<file path="src/rtl/snn_step_sequencer_pkg.sv">
// Shared types and helpers for the SNN timestep sequencer.
// Holds the step FSM encoding and the round-robin pick function.
package snn_pkg;

    typedef enum logic [2:0] {
        ST_IDLE,
        ST_INJECT,
        ST_SETTLE,
        ST_CAPTURE,
        ST_DONE
    } step_state_t;

    // First set bit of req at or after ptr+1, wrapping; -1 if none.
    function automatic int rr_pick(
        input logic [31:0] req,
        input int          ptr,
        input int          n
    );
        int idx;
        rr_pick = -1;
        for (int k = n; k >= 1; k--) begin
            idx = (ptr + k) % n;
            if (req[idx[4:0]]) rr_pick = idx;
        end
    endfunction

endpackage

</file>
<file path="src/rtl/snn_step_sequencer_if.sv">
// Force-spike request bus between requesters and the sequencer.
// Requests are levels held until a one-cycle grant returns.
interface snn_step_sequencer_if #(
    parameter int R = 2,
    parameter int N = 8
);
    localparam int IW = (N > 1) ? $clog2(N) : 1;

    logic [R-1:0]         force_req;
    logic [R-1:0][IW-1:0] force_idx;
    logic [R-1:0]         force_gnt;

    modport master (
        output force_req,
        output force_idx,
        input  force_gnt
    );

    modport slave (
        input  force_req,
        input  force_idx,
        output force_gnt
    );
endinterface

</file>
<file path="src/rtl/snn_step_sequencer_rr_arbiter.sv">
// Round-robin arbiter with a pointer that moves only on enabled grants.
// Grant is combinational; the caller registers it if needed.
module rr_arbiter
    import snn_pkg::*;
#(
    parameter  int R  = 2,
    localparam int PW = (R > 1) ? $clog2(R) : 1
) (
    input  logic          clk,
    input  logic          reset,
    input  logic          en,
    input  logic [R-1:0]  req,
    output logic [R-1:0]  gnt,
    output logic [PW-1:0] gnt_idx,
    output logic          req_any
);
    logic [PW-1:0] ptr_q;
    logic [PW-1:0] ptr_d;
    int            pick;

    // Pick the next requester after the pointer and advance on use.
    always_comb begin
        pick    = rr_pick(32'(req), int'(ptr_q), R);
        req_any = (pick >= 0);
        gnt     = '0;
        gnt_idx = '0;
        ptr_d   = ptr_q;
        if (req_any) begin
            gnt_idx      = PW'(pick);
            gnt[gnt_idx] = 1'b1;
            if (en) ptr_d = gnt_idx;
        end
    end

    // Pointer starts at the last index so requester 0 wins first.
    always_ff @(posedge clk) begin
        if (!reset) ptr_q <= PW'(R - 1);
        else        ptr_q <= ptr_d;
    end
endmodule

</file>
<file path="src/rtl/snn_step_sequencer.sv">
// Timestep controller for one neuron block: force injection,
// settle, spike capture and T-deep history feedback per step.
module snn_step_sequencer
    import snn_pkg::*;
#(
    parameter  int T      = 4,
    parameter  int N      = 8,
    parameter  int R      = 2,
    parameter  int SETTLE = 2,
    parameter  int SW     = 16,
    localparam int IW     = (N > 1) ? $clog2(N) : 1
) (
    input  logic                 clk,
    input  logic                 reset,
    input  logic                 start,
    input  logic                 abort,
    input  logic [SW-1:0]        num_steps,
    output logic                 busy,
    output logic                 done,
    output logic [SW-1:0]        step_count,
    snn_step_sequencer_if.slave  frc,
    output logic [T-1:0][N-1:0]  spike_hist,
    input  logic [N-1:0]         blk_spike,
    output logic [IW-1:0]        force_spike_neuron_select,
    output logic                 force_spike_en,
    output logic                 spike_valid,
    output logic [N-1:0]         spike_data
);
    localparam int PW = (R > 1) ? $clog2(R) : 1;
    localparam int CW = $clog2(SETTLE + 1);

    step_state_t         state_q, state_d;
    logic [CW-1:0]       cnt_q, cnt_d;
    logic [SW-1:0]       num_q, num_d;
    logic [SW-1:0]       step_q, step_d;
    logic [T-1:0][N-1:0] hist_q, hist_d;
    logic [N-1:0]        data_q, data_d;
    logic [R-1:0]        gnt_q, gnt_d;
    logic [IW-1:0]       sel_q, sel_d;
    logic                en_q, en_d;
    logic                valid_q, valid_d;
    logic                done_q, done_d;
    logic                busy_q, busy_d;
    logic                arb_en;
    logic [R-1:0]        arb_gnt;
    logic [PW-1:0]       arb_idx;
    logic                arb_any;
    logic [IW-1:0]       tgt;
    logic [SW-1:0]       step_inc;

    rr_arbiter #(.R(R)) u_arb (
        .clk     (clk),
        .reset   (reset),
        .en      (arb_en),
        .req     (frc.force_req),
        .gnt     (arb_gnt),
        .gnt_idx (arb_idx),
        .req_any (arb_any)
    );

    assign tgt = frc.force_idx[arb_idx];

    // Step FSM next state and registered-output next values.
    always_comb begin
        state_d  = state_q;
        cnt_d    = cnt_q;
        num_d    = num_q;
        step_d   = step_q;
        hist_d   = hist_q;
        data_d   = data_q;
        sel_d    = sel_q;
        en_d     = en_q;
        gnt_d    = '0;
        valid_d  = 1'b0;
        arb_en   = 1'b0;
        step_inc = step_q + SW'(1);
        unique case (state_q)
            ST_IDLE: begin
                if (start && !abort) begin
                    if (num_steps != '0) begin
                        num_d   = num_steps;
                        step_d  = '0;
                        hist_d  = '0;
                        state_d = ST_INJECT;
                    end else begin
                        state_d = ST_DONE;
                    end
                end
            end
            ST_INJECT: begin
                arb_en  = 1'b1;
                en_d    = 1'b0;
                if (arb_any) begin
                    gnt_d = arb_gnt;
                    sel_d = tgt;
                    en_d  = (32'(tgt) < N);
                end
                cnt_d   = '0;
                state_d = ST_SETTLE;
            end
            ST_SETTLE: begin
                if (cnt_q == CW'(SETTLE - 1)) state_d = ST_CAPTURE;
                else                          cnt_d   = cnt_q + 1'b1;
            end
            ST_CAPTURE: begin
                hist_d[0] = blk_spike;
                for (int k = 1; k < T; k++) hist_d[k] = hist_q[k-1];
                data_d  = blk_spike;
                valid_d = 1'b1;
                step_d  = step_inc;
                en_d    = 1'b0;
                state_d = (step_inc == num_q) ? ST_DONE : ST_INJECT;
            end
            ST_DONE: state_d = ST_IDLE;
            default: state_d = ST_IDLE;
        endcase
        if (abort && state_q != ST_IDLE) begin
            state_d = ST_IDLE;
            en_d    = 1'b0;
            gnt_d   = '0;
            valid_d = 1'b0;
            arb_en  = 1'b0;
            hist_d  = hist_q;
            step_d  = step_q;
            data_d  = data_q;
            sel_d   = sel_q;
        end
        done_d = (state_d == ST_DONE);
        busy_d = (state_d != ST_IDLE);
    end

    // State and output registers, cleared while reset is low.
    always_ff @(posedge clk) begin
        if (!reset) begin
            state_q <= ST_IDLE;
            cnt_q   <= '0;
            num_q   <= '0;
            step_q  <= '0;
            hist_q  <= '0;
            data_q  <= '0;
            gnt_q   <= '0;
            sel_q   <= '0;
            en_q    <= 1'b0;
            valid_q <= 1'b0;
            done_q  <= 1'b0;
            busy_q  <= 1'b0;
        end else begin
            state_q <= state_d;
            cnt_q   <= cnt_d;
            num_q   <= num_d;
            step_q  <= step_d;
            hist_q  <= hist_d;
            data_q  <= data_d;
            gnt_q   <= gnt_d;
            sel_q   <= sel_d;
            en_q    <= en_d;
            valid_q <= valid_d;
            done_q  <= done_d;
            busy_q  <= busy_d;
        end
    end

    assign busy                      = busy_q;
    assign done                      = done_q;
    assign step_count                = step_q;
    assign frc.force_gnt             = gnt_q;
    assign spike_hist                = hist_q;
    assign force_spike_neuron_select = sel_q;
    assign force_spike_en            = en_q;
    assign spike_valid               = valid_q;
    assign spike_data                = data_q;
endmodule

</file>
<file path="src/flat_wrapper.sv">
// flat-port wrapper written by rule: the top's interface ports become plain ports
module snn_step_sequencer_flat import snn_pkg::*;
#(
    parameter  int T      = 4,
    parameter  int N      = 8,
    parameter  int R      = 2,
    parameter  int SETTLE = 2,
    parameter  int SW     = 16,
    localparam int IW     = (N > 1) ? $clog2(N) : 1
)
  (clk, reset, start, abort, num_steps, busy, done, step_count, spike_hist, blk_spike, force_spike_neuron_select, force_spike_en, spike_valid, spike_data, frc_force_req, frc_force_idx, frc_force_gnt);
  snn_step_sequencer_if #(.R(R), .N(N)) frc_i ();
  input  logic clk;
  input  logic reset;
  input  logic start;
  input  logic abort;
  input  logic [SW-1:0] num_steps;
  output logic busy;
  output logic done;
  output logic [SW-1:0] step_count;
  output logic [T-1:0][N-1:0] spike_hist;
  input  logic [N-1:0] blk_spike;
  output logic [IW-1:0] force_spike_neuron_select;
  output logic force_spike_en;
  output logic spike_valid;
  output logic [N-1:0] spike_data;
  input wire logic [$bits(frc_i.force_req)-1:0] frc_force_req;
  input wire logic [$bits(frc_i.force_idx)-1:0] frc_force_idx;
  output wire logic [$bits(frc_i.force_gnt)-1:0] frc_force_gnt;
  assign frc_i.force_req = frc_force_req;
  assign frc_i.force_idx = frc_force_idx;
  assign frc_force_gnt = frc_i.force_gnt;
  snn_step_sequencer #(.T(T), .N(N), .R(R), .SETTLE(SETTLE), .SW(SW)) u_core (.clk(clk), .reset(reset), .start(start), .abort(abort), .num_steps(num_steps), .busy(busy), .done(done), .step_count(step_count), .frc(frc_i), .spike_hist(spike_hist), .blk_spike(blk_spike), .force_spike_neuron_select(force_spike_neuron_select), .force_spike_en(force_spike_en), .spike_valid(spike_valid), .spike_data(spike_data));
endmodule
</file>
<file path="config.mk">
export PLATFORM = sky130hd
export DESIGN_NAME = snn_step_sequencer_flat
export DESIGN_NICKNAME = d
export VERILOG_FILES = /design/src/rtl/snn_step_sequencer_pkg.sv /design/src/rtl/snn_step_sequencer_if.sv /design/src/rtl/snn_step_sequencer_rr_arbiter.sv /design/src/rtl/snn_step_sequencer.sv /design/src/flat_wrapper.sv
export SDC_FILE = /design/constraint.sdc
export NUM_CORES = 1
export LEC_CHECK = 0
export CORE_MARGIN = 5
export CORE_UTILIZATION = 25
export DETAILED_ROUTE_END_ITERATION = 10
export HOLD_SLACK_MARGIN = 0.02
export PLACE_DENSITY_LB_ADDON = 0.12
export SYNTH_ARGS = -nofsm -noshare
export SYNTH_HDL_FRONTEND = slang
export SYNTH_SLANG_ARGS = --single-unit
</file>
<file path="constraint.sdc">
create_clock -name clk -period 5 [get_ports clk]
set_input_delay 1.5 -clock clk [delete_from_list [all_inputs] [get_ports clk]]
set_output_delay 1.5 -clock clk [all_outputs]
set_load 0.02 [all_outputs]
</file>
After elaboration in Yosys (flattened, before gate mapping) --
Cells that the tools add are included.
Storage, ports and cells: memory bits (read-only) 0, RAM bits 0, bits in registers 87, bits in latches 0, memories 0
Operators by class: add/subtract/negate cells 4, bitwise logic cells 6, multiply operators 0, shifts and indexed selects 0, reductions and logical operators 19, div/mod/pow operators 0, order comparisons 6, mux-type cells 30, equal/unequal tests 9
Operators with widths (count):
- 2-to-1 mux 32 bit | 4
- case mux 32 bit (2 select lines) | 1
- greater-or-equal comparator 32 x 1 -> 1 bit (second input constant) | 1
- 2-to-1 mux 16 bit | 2
- case mux 16 bit (2 select lines) | 1
- 2-to-1 mux 3 bit | 7
- adder 16 x 1 -> 16 bit (second input constant) | 1
- equality test 16 bit | 1
- nonzero test 16 bit | 1
- less-than comparator 5 x 6 -> 1 bit (second input constant) | 2
- case mux 3 bit (4 select lines) | 1
- 2-to-1 mux 1 bit | 8
- equality test 3 x 2 -> 1 bit (second input constant) | 2
- AND reduction 2 bit | 3
- AND reduction 3 bit | 2
- nonzero test 2 bit | 3
- nonzero test 3 bit | 2
- binary-select mux 1 bit (select 2 bit) | 2
- less-than comparator 1 x 2 -> 1 bit (second input constant) | 2
- inequality test 2 x 1 -> 1 bit (second input constant) | 2
- NOT 1 bit | 4
- case mux 2 bit (2 select lines) | 1
- AND reduction 4 bit | 1
- OR reduction 4 bit | 1
- other kinds (15) | 19

Logic depth before layout (Yosys ltp) --
depth in word-level cells 10, depth in mapped cells 8, depth with buffers taken out 7

Hierarchy --
From an unflattened synthesis, not the netlist that was laid out.
Second synthesis, totals: cells, all modules 504, area total of the unflattened synthesis 3946.3 um^2
By module, submodules not included:
- snn_step_sequencer | seq. area each 1721.7 um^2, instances 1, cells an instance 495, area each 3873.7 um^2
- rr_arbiter | seq. area each 20.0 um^2, instances 1, cells an instance 9, area each 72.6 um^2

Worst setup path after synthesis --
No wires, ideal clock.
path kind input -> register, from input port num_steps[8], to register u_core.step_q[1], in the netlist u_core.step_count[1], library setup time 76 ps, stages on the path 7, setup slack 2052 ps, data required time 4924 ps, buffers on the path 1, data arrival time 2872 ps, path through nor4_1 -> and4_1 -> nor2_1 -> nor2_1 -> clkbuf_1 -> nand2_1 -> a21boi_0
On the way: cells in the longest elaborated chain, start to end 3
RTL lines:
- start, declared | line flat_wrapper.sv:17 | input logic [SW-1:0] num_steps;
- nonzero test 16 bit | line snn_step_sequencer.sv:80 | if (num_steps != '0) begin
- inequality test 2 x 1 -> 1 bit (no line)
- AND reduction 4 bit (no line)
- end signal, assigned | line snn_step_sequencer.sv:151 | step_q <= step_d;
- end, declared | line snn_step_sequencer.sv:35 | logic [SW-1:0] step_q, step_d;
Every way passes these cells. A chain may end at the register's enable or synchronous reset.

Worst setup path in the final report --
from input port num_steps[3], to register u_core.step_q[5], in the netlist u_core.step_count[5]
Same word-level chain as after synthesis.

==> flow_summary.toml <==
[status]
status = "finished, final reports clean"

[routing]
routed-via-count = 3843
wirelength_mm = 12.6
detail_route.iter0.violations = 226
avgRoutedWirePerCell_um = 15.7
firstDrtPassIters = 4
viasPerCell = 4.79
drcViolationCount = 0
ant_nets = 0

[logic_synthesis]
ys.warnings.count = 0
async_flop_share = 0
synth_cells = 501
ys_ff_latch = 87
avgSynthCellArea_um2 = 8.20
syn_area_um2 = 4110
synth_edf_count = 0
synth_ff_type = "dfxtp_1"
ys_seq_area_frac = 0.424
syn-num-nets = 539
synth_cell_type_count = 47

[power_and_ir_drop]
power_frac_clock = 0.444
ir_worst_vdd_mv = 0.146
switchingPower_uw = 351
powerDensity_nw_per_um2 = 274
combPwrFrac = 0.089
pwr-share-seq = 0.467
internal_power_mw = 1.18
p_sw_frac = 0.229
leakage_nw = 1.86

[setup_path]
end_kind = "flip-flop"
arrival_ns = 3.96
crit_path_start_kind = "primary input"
cp_slowest_cell = "and4_1"
critPathMaxStageDelay_ns = 0.67
critical_path.top_delay_family = "simple AND/OR/NAND/NOR gates"
worst-endpoint-required_ns = 5.27
path_buf_inv = 2
path_max_fanout = 36
path_cells = "clkdlybuf4s50_1 > nor4_1 > and4_1 > nor2_1 > nor2_2 > buf_4 > o21ai_0 > a21boi_0"
crit_type = "in -> reg"

[timing]
fin_crit_sh = 0.739
grt_setup_unrepaired = "no"
hold_viol = 0
skew_ns = 0.00589
whs_ns = 0.461
setup_tns_ns = 0
max_freq_ghz = 0.271
worst_pin_slew_ns = 0.787
setup_violations = 0
post-route-min-period_ns = 3.70
relSlewSlack = 0.470
slew_viol_final = 0

[grt]
grt_overflow = 0
grt_pass1_wl_mm = 20.9
track_usage = 0.134
grt_pass1_vias = 3876
antenna_found_initial = 0
grt_max_degree = 82

[floorplan]
io_pins = 101
core_area_um2 = 16000
die_y_um = 138
die_w_um = 138
start_util = 0.257
die-area_um2 = 19100
rows = 46

[finish]
drive_above_1_share = 0.0511
utilization = 0.350
synthToLayoutAreaGrowth_pct = 36.3
layout.nets = 621
fin_area_um2 = 5600
diodes = 0
finalNonFillerCells = 803

[clock_network]
cts_tree = "built"
cts-htree-levels = 3
ctsResizeCount = 0
cts_hold_buf = 0
clock_latency_ns = 0.34
cts.clk_slew.worst_paths_ns = 0.06
cts_made_buffers = 9
clk_path_buf_depth = 2
cts-root-buf = "clkbuf_16"
cts_setup_buffers = 0
cts.sinks = 87

[worst_hold_path]
hp-class = "reg -> reg"

[place]
dpl.hpwl_mm = 8.95
dpl_cell_area_um2 = 5300
place_inst = 788
gp_congestion = 0.873
numPortBuffers = 100

[job]
maxCapViolCount = 0
[power groups by stage]
stage / Sequential, mW / Clock, mW / Combinational (mW)
global placement: 0.731 / 0 / 0.136
finish: 0.716 / 0.681 / 0.137
CTS: 0.716 / 0.704 / 0.138
detailed placement: 0.731 / 0 / 0.137
floorplan: 0.729 / 0 / 0.0771
global route: 0.717 / 0.731 / 0.153
[flip-flops by register name, summed over array words and instances, names as in the netlist]
register                          count
u_core.busy                           1
u_core.cnt_q                          2
u_core.done                           1
u_core.force_spike_en                 1
u_core.force_spike_neuron_select      3
u_core.frc.force_gnt                  2
u_core.num_q                         16
u_core.spike_data                     8
u_core.spike_hist                    32
u_core.spike_valid                    1
u_core.state_q                        3
u_core.step_count                    16
u_core.u_arb.ptr_q                    1
[per-layer routing]
layer  share of wire  global-route usage
met1            0.45               0.168
met2            0.47               0.220
met3           0.064              0.0466
met4           0.011              0.0322
met5               0                   0
[worst min-delay path: stages (launching register included)]
cell,delay (ns)
dfxtp_1,0.31
nand2_1,0.05
a21boi_0,0.06
[worst paths after layout]
| kind | from | endpoint | slack (ns) | cells after the start |
|---|---|---|---|---|
| max reg2reg | u_core.step_count[0]$_SDFFE_PN0P_ | u_core.done$_SDFF_PN0_ | 2.15 | 7 |
| max | num_steps[3] | u_core.step_count[5]$_SDFFE_PN0P_ | 1.30 | 8 |
| min reg2reg | u_core.spike_hist[26]$_SDFFE_PN0P_ | u_core.spike_hist[26]$_SDFFE_PN0P_ | 0.46 | 2 |
| min | u_core.spike_hist[26]$_SDFFE_PN0P_ | u_core.spike_hist[26]$_SDFFE_PN0P_ | 0.46 | 2 |
[area by class of cell]
type                    count  area (um^2)
fillers                  1710        10400
multi-input cells         372         2200
flip-flops and latches     87         1740
repair buffers            108         1070
well taps                 216          270
clock buffers              12          256
clock inverters             3         42.5
inverters                   5         18.8
[metrics by stage]
step	worst slack (ns)	power [mW]
after floorplan	2.05	0.806
after global placement	0.916	0.867
after detailed placement	0.969	0.868
after CTS	1.33	1.56
after global routing	1.05	1.60
final	1.30	1.53
[cells in the final DEF (no fill, tap or decap), types with 3 or more instances in the layout]
| master | instances |
|---|---|
| dfxtp_1 | 87 |
| nor2b_1 | 14 |
| nand3b_1 | 4 |
| o21ai_0 | 36 |
| clkdlybuf4s50_1 | 99 |
| and3_1 | 7 |
| nand4_1 | 7 |
| a31oi_1 | 8 |
| clkbuf_16 | 9 |
| nand2b_1 | 3 |
| xnor2_1 | 10 |
| a21boi_0 | 62 |
| xor2_1 | 8 |
| a22oi_1 | 4 |
| inv_1 | 5 |
| nor4_1 | 9 |
| buf_4 | 7 |
| mux2i_1 | 4 |
| nor3_1 | 9 |
| nand2_1 | 84 |
| o211a_1 | 3 |
| a21oi_1 | 17 |
| nand3_1 | 28 |
| nor2_1 | 21 |
[cells by family after synthesis]
family	synth area share
xor gates and xnor gates	0.0384
DFF	0.424
muxes	0.00974
buffers and inverters	0.0420
and+or+nand+nor	0.244
AOI/OAI and AO/OA	0.237
adders and majority gates	0.00609
[cell usage after synthesis (2+ instances only)]
cell,number,share of area
o211a_1,3,0.0073
mux2i_1,4,0.0097
nand3b_1,4,0.0073
a22oi_1,4,0.0073
nor4_1,9,0.014
and3b_1,2,0.0043
a21boi_0,62,0.11
nor2_1,22,0.020
nor2b_1,14,0.021
and4_1,2,0.0043
nor4_2,2,0.0061
nand4b_1,2,0.0043
nand2_1,84,0.077
a21o_1,2,0.0037
and2_1,2,0.0030
o21ai_1,2,0.0024
xor2_1,8,0.017
dfxtp_1,87,0.42
ha_1,2,0.0061
nand4_1,7,0.011
a31oi_1,8,0.012
clkbuf_1,26,0.024
o21bai_1,2,0.0037
a32o_1,2,0.0049
buf_2,9,0.011
xnor2_1,10,0.021
nor3_1,9,0.011
and3_1,7,0.011
nand2b_1,3,0.0046
nand3_1,28,0.034
a21oi_1,17,0.021
o21ai_0,36,0.044
inv_1,5,0.0046
or3_1,2,0.0030
Power figures use the tool's default switching activity.
